**src/rtl/blram_arbiter.sv**
```systemverilog
// blram_arbiter: shares one single-port block RAM between the CPU port (ch0)
// and a host/debug loader (ch1); round-robin with a bounded atomic lock.
module blram_arbiter #(
    parameter int ADDR_W   = 6,
    parameter int DATA_W   = 10,
    parameter int LOCK_MAX = 16
) (
    input  logic              clk,
    input  logic              rst,
    input  logic              req0,
    input  logic              we0,
    input  logic              lock0,
    input  logic [ADDR_W-1:0] addr0,
    input  logic [DATA_W-1:0] wdata0,
    output logic              gnt0,
    output logic              rvalid0,
    input  logic              req1,
    input  logic              we1,
    input  logic              lock1,
    input  logic [ADDR_W-1:0] addr1,
    input  logic [DATA_W-1:0] wdata1,
    output logic              gnt1,
    output logic              rvalid1,
    output logic [DATA_W-1:0] rdata,
    output logic              mem_we,
    output logic [ADDR_W-1:0] mem_addr,
    output logic [DATA_W-1:0] mem_wdata,
    input  logic [DATA_W-1:0] mem_rdata,
    output logic              lock_active,
    output logic              lock_owner
);

    localparam int CNT_W = (LOCK_MAX < 1) ? 1 : $clog2(LOCK_MAX + 1);

    localparam logic [CNT_W-1:0] CNT_ONE = CNT_W'(1);
    localparam logic [CNT_W-1:0] CNT_LIM = CNT_W'(LOCK_MAX);
    localparam logic [CNT_W-1:0] CNT_SAT = {CNT_W{1'b1}};

    localparam logic ST_UNLOCKED = 1'b0;
    localparam logic ST_LOCKED   = 1'b1;

    logic             state_q;
    logic             owner_q;
    logic             ptr_q;
    logic [CNT_W-1:0] cnt_q;
    logic [1:0]       blk_q;
    logic             rv0_q;
    logic             rv1_q;

    logic       elig0;
    logic       elig1;
    logic       owner_lock;
    logic       sel_lock;
    logic       sel_blk;
    logic       release_req;
    logic       timeout;
    logic       acquire;
    logic [1:0] blk_nxt;

    // While locked only the owner may be granted, even if it is idle.
    always_comb begin
        elig0 = ~rst & req0 &
                ((state_q == ST_UNLOCKED) | (owner_q == 1'b0));
        elig1 = ~rst & req1 &
                ((state_q == ST_UNLOCKED) | (owner_q == 1'b1));
        gnt0  = elig0 & (~elig1 | ptr_q);
        gnt1  = elig1 & (~elig0 | ~ptr_q);
    end

    always_comb begin
        mem_we    = 1'b0;
        mem_addr  = '0;
        mem_wdata = '0;
        unique case (1'b1)
            gnt0: begin
                mem_we    = we0;
                mem_addr  = addr0;
                mem_wdata = wdata0;
            end
            gnt1: begin
                mem_we    = we1;
                mem_addr  = addr1;
                mem_wdata = wdata1;
            end
            default: ;
        endcase
    end

    always_comb begin
        owner_lock  = owner_q ? lock1 : lock0;
        sel_lock    = gnt1 ? lock1 : lock0;
        sel_blk     = gnt1 ? blk_q[1] : blk_q[0];
        release_req = (state_q == ST_LOCKED) & ~owner_lock;
        timeout     = (state_q == ST_LOCKED) & owner_lock &
                      (LOCK_MAX != 0) & (cnt_q == CNT_LIM);
        acquire     = (state_q == ST_UNLOCKED) & (gnt0 | gnt1) &
                      sel_lock & ~sel_blk;
        // A timed-out owner stays barred until it drops its lock line.
        blk_nxt[0]  = (timeout & ~owner_q) | (blk_q[0] & lock0);
        blk_nxt[1]  = (timeout & owner_q) | (blk_q[1] & lock1);
    end

    always_ff @(posedge clk) begin
        if (rst) begin
            state_q <= ST_UNLOCKED;
            owner_q <= 1'b0;
            ptr_q   <= 1'b1;
            cnt_q   <= '0;
            blk_q   <= '0;
            rv0_q   <= 1'b0;
            rv1_q   <= 1'b0;
        end else begin
            rv0_q <= gnt0 & ~we0;
            rv1_q <= gnt1 & ~we1;
            blk_q <= blk_nxt;
            if (timeout) begin
                ptr_q <= owner_q;
            end else if (gnt0 | gnt1) begin
                ptr_q <= gnt1;
            end
            case (state_q)
                ST_UNLOCKED: begin
                    if (acquire) begin
                        state_q <= ST_LOCKED;
                        owner_q <= gnt1;
                        cnt_q   <= CNT_ONE;
                    end
                end
                ST_LOCKED: begin
                    if (release_req | timeout) begin
                        state_q <= ST_UNLOCKED;
                        cnt_q   <= '0;
                    end else if (cnt_q != CNT_SAT) begin
                        cnt_q <= cnt_q + CNT_ONE;
                    end
                end
                default: state_q <= ST_UNLOCKED;
            endcase
        end
    end

    // Read data is a straight pass-through; rvalidN says whose it is.
    assign rdata       = mem_rdata;
    assign rvalid0     = rv0_q & ~rst;
    assign rvalid1     = rv1_q & ~rst;
    assign lock_active = state_q;
    assign lock_owner  = owner_q;

endmodule

```
**config.mk**
```make
export PLATFORM = sky130hd
export DESIGN_NAME = blram_arbiter
export DESIGN_NICKNAME = d
export VERILOG_FILES = /design/src/rtl/blram_arbiter.sv
export SDC_FILE = /design/constraint.sdc
export NUM_CORES = 1
export LEC_CHECK = 0
export CAP_MARGIN = 10
export CORE_MARGIN = 10
export CORE_UTILIZATION = 30
export CTS_BUF_LIST = sky130_fd_sc_hd__clkbuf_4
export CTS_CLUSTER_DIAMETER = 60
export CTS_CLUSTER_SIZE = 16
export DETAILED_ROUTE_END_ITERATION = 8
export DONT_BUFFER_PORTS = 1
export PLACE_DENSITY = 0.42
export SETUP_SLACK_MARGIN = 0.1
export SLEW_MARGIN = 20
export SYNTH_ARGS = -nofsm -noshare
export SYNTH_HDL_FRONTEND = slang
export SYNTH_SLANG_ARGS = --single-unit
```
**constraint.sdc**
```tcl
create_clock -name clk -period 5.54 [get_ports clk]
set_clock_uncertainty 0.2 [all_clocks]
set_input_delay 1.108 -clock clk [delete_from_list [all_inputs] [get_ports clk]]
set_output_delay 1.108 -clock clk [all_outputs]
set_load 0.005 [all_outputs]
```
# After elaboration in Yosys (flattened, before gate mapping)

Index checks and enable logic that the tools add are counted.

Bits in registers: 12
Input bits: 50
Output and inout port bits: 33
Logic and storage cells: 68

Add/sub/neg operators: 1
Equality and inequality tests: 4
Mux-type cells: 15
Bitwise gates (word level): 38
Reduce and logical (&&, ||, !) cells: 3

Operators by type and width:

| operator                                              | number |
|---|---|
| bitwise AND 1 bit                                     | 20 |
| one-hot mux 10 bit (2 select lines)                   | 1 |
| 2-to-1 mux 5 bit                                      | 3 |
| one-hot mux 6 bit (2 select lines)                    | 1 |
| inverter 1 bit                                        | 10 |
| one-hot mux 5 bit (2 select lines)                    | 1 |
| OR 1 bit                                              | 8 |
| 2-to-1 mux 1 bit                                      | 7 |
| adder 5 x 1 -> 5 bit, second input constant           | 1 |
| == test 5 bit, second input constant                  | 1 |
| inequality test 5 bit, second input constant          | 1 |
| one-hot mux 1 bit (2 select lines)                    | 2 |
| AND reduction 2 bit                                   | 2 |
| inequality test 3 x 1 -> 1 bit, second input constant | 1 |
| inequality test 2 bit, second input constant          | 1 |
| nonzero test 2 bit                                    | 1 |

# Depth between registers and ports, before layout

Depth after elaboration: 12
Depth in mapped cells: 7

# Worst setup path after synthesis

OpenSTA, ideal clock, no wires.

Kind: in2out
Start: input port rst
End: output port mem_addr[0]
Arrival: 2,053 ps
Path slack: 2,179 ps
Stages: 5
Buffers on the path: 2
Cells stage by stage: buf_6 > nand2b_4 > nor3b_4 > buf_2 > a22o_1

Cells in the longest elaborated chain, start to end: 7
Elaborated cells between the ends (all ways): 12

Ends and longest elaborated chain:

| item                                                     | line   | RTL |
|---|---|---|
| from (decl)                                              | 9      | `input logic rst,` |
| inverter 1 bit (*)                                       | 62, 64 |  |
| bitwise AND 1 bit, on equally long branches (2 in a row) | 62, 64 |  |
| inverter 1 bit, on equally long branches                 | 67, 66 |  |
| OR 1 bit, on equally long branches                       | 67, 66 |  |
| bitwise AND 1 bit, on equally long branches              | 67, 66 |  |
| one-hot mux 6 bit (2 select lines) (*)                   | 74     | `unique case (1'b1)` |
| to (decl)                                                | 26     | `output logic [ADDR_W-1:0] mem_addr,` |

Every way passes the cells marked *; elsewhere a longest branch is shown, timed or not.

# Final worst setup path

Start: input port rst
End: output port mem_we

Cells in the longest elaborated chain, start to end: 7
Elaborated cells between the ends (all ways): 12

Ends and longest elaborated chain:

| item                                   | line   | RTL |
|---|---|---|
| inverter 1 bit (*)                     | 62, 64 |  |
| bitwise AND 1 bit (2 in a row)         | 62     | `elig0 = ~rst & req0 &` |
| inverter 1 bit                         | 67     | `gnt1 = elig1 & (~elig0 \| ~ptr_q);` |
| OR 1 bit                               | 67     |  |
| bitwise AND 1 bit (*)                  | 67     |  |
| named net gnt1                         | 22     | `output logic gnt1,` |
| one-hot mux 1 bit (2 select lines) (*) | 74     |  |
| to (decl)                              | 25     | `output logic mem_we,` |

The timed path passes the listed nets; every way through them passes the cells marked *.

==> impl_metrics.json <==
{
  "p_leak_nw": 0.376,
  "grt_pass1_wl_mm": 4.48,
  "register_area_um2": 240,
  "yosys_warnings": 0,
  "ys_top_cells_by_area": "dfxtp_1 24%, a22o_1 15%, buf_4 9.0%",
  "die_area_um2": 6070,
  "insertedDiodeCount": 0,
  "start_util": 0.322,
  "ys_top_cells_by_count": "17 x a22o_1, 12 x buf_4, 12 x dfxtp_1",
  "synth_edf_count": 0,
  "status": "complete, no violations",
  "crit_path_start_kind": "input port",
  "grt_setup_unrepaired": "no",
  "fp.dieH_um": 77.9,
  "setup_viol": 0,
  "gp_routability_congestion": 0.750,
  "yosys.area.top_type": "dfxtp_1",
  "numPortBuffers": 0,
  "cts_max_level": 1,
  "tns_ps": 0,
  "worstRegToRegCells": 4,
  "yosysUniqueCellTypes": 37,
  "cts-resized-gates": 0,
  "min_path_cells": 2,
  "root_buffer": "clkbuf_4",
  "wirelength_mm": 2.92,
  "syn2layout_area_growth_pct": -3.98,
  "drtIter0Drc": 71,
  "fp-row-count": 20,
  "period_minus_slack_ps": 3660,
  "core_region_area_um2": 3130,
  "worst_setup_path_end_kind": "output port",
  "slew_violations": 0,
  "boundaryPins": 83,
  "min_path_type": "reg2reg",
  "ys_ff_latch": 12,
  "post-synth-top-area-fraction": 0.239,
  "synth_nets": 172,
  "wl_per_cell_um": 19.4,
  "drcViolationCount": 0,
  "netlist_instances": 119,
  "timing.fmax_mhz": 273,
  "globalRouteTotalUtil": 0.0870,
  "worst-setup-path-type": "in2out",
  "final_hold_viol_count": 0,
  "multi_input_area_um2": 611,
  "seq_area_frac_synth": 0.239,
  "cts_setup_buffers": 0,
  "grt_max_degree": 25,
  "arrival_ps": 2360,
  "ys.flop_type": "dfxtp_1",
  "post-dp-hpwl_mm": 2.40,
  "cts_buffers": 3,
  "post-route-period-util": 0.661,
  "die-width_um": 77.9,
  "syn_avg_cell_area_um2": 8.45,
  "nets": 160,
  "routed_via_density": 5.69,
  "clkSlewWorstSetupHoldPaths_ps": 80,
  "max_slew_margin": 0.372,
  "antenna_left": 0,
  "async_flop_share": 0,
  "hold_slack_ps": 315,
  "clock_latency_ps": 270,
  "crit_fanout": 24,
  "vdd_drop_max_mv": 0.115,
  "vias": 854,
  "yosysMostFrequentCell": "a22o_1",
  "drive_gt1_frac": 0.0943,
  "cp.required_ps": 4230,
  "first_global_vias": 820,
  "p_per_area_nw_per_um2": 201,
  "num-fill-cells": 340,
  "antenna_found_initial": 0,
  "max_cap_viol_count": 0,
  "cts_tree": "yes",
  "gr-total-overflow": 0,
  "dr.pass1.iters": 4,
  "syn_area_um2": 1010,
  "numClockSinks": 12,
  "cts_buffer_depth": 2,
  "postCtsHoldBufs": 0,
  "tightest_slew_ps": 941
}
worst max-delay path: stages:
cell and delay [ps]:
nand2b_4 140, nor3b_4 790, a22o_1 320
cell usage in the layout, fill, tap and decap left out, types with 3 or more instances in the layout:
master    count
a21oi_1       3
a22o_1       17
clkbuf_4      3
dfxtp_1      12
ha_1          3
inv_1         9
nor2_1        7
nor2b_1       7
o21ai_1       9
cell type report:
| type | count | share of cell area |
|---|---|---|
| sequential | 12 | 0.249 |
| multi-input combinational | 81 | 0.632 |
| inverter | 9 | 0.0350 |
| clock inverter | 1 | 0.00389 |
| clock buffer | 3 | 0.0233 |
| tap | 44 | 0.0570 |
layer usage:
layer	part of all wire	global-route usage	vias up
li1	-	-	404
met1	0.39	0.104	399
met2	0.47	0.135	51
met3	0.14	0.0576	0
met4	0	0	0
met5	0	0	-
registers in the layout (all words and copies together), names as in the netlist:
name / count
blk_q: 2
cnt_q: 5
lock_active: 1
lock_owner: 1
ptr_q: 1
rv0_q: 1
rv1_q: 1
per-stage QoR:
stage               total power, mW  setup slack [ps]   util  instance area [µm²]  cells
finish                        0.194              1880  0.309                  966    150
detailed placement            0.138              1890  0.300                  940    146
CTS                           0.196              1880  0.309                  966    150
global route                  0.205              1780  0.309                  966    150
global placement              0.138              1950  0.300                  940    146
floorplan                     0.139              2180      -                 1010    119
logic make-up (layout without fill, tap and decap cells):
family	after synthesis	in the layout	share of synthesized area
buffers and inverters	26	13	0.154
muxes	1	1	0.00995
AOI/OAI and AO/OA	42	42	0.322
DFF	12	12	0.239
adders and majority gates	3	3	0.0373
and+or+nand+nor	35	35	0.238
power by group:
part	total, mW	internal (mW)	leakage [nW]	switching, mW
logic	0.0406	0.0187	0.263	0.0219
clock network	0.0583	0.0261	0.0154	0.0323
registers	0.0948	0.0896	0.0976	0.00528
total	0.194	0.134	0.376	0.0594
path summary, 6_finish.rpt:
| check | endpoint | from | slack, ps |
|---|---|---|---|
| worst max-delay path | mem_we | rst | 1880 |
| worst min-delay path | blk_q[1] | blk_q[1] | 320 |
| worst max register to register | cnt_q[2] | lock_active | 3190 |
| worst min register to register | blk_q[1] | blk_q[1] | 320 |
No activity file was read; power rests on OpenSTA's default activity.
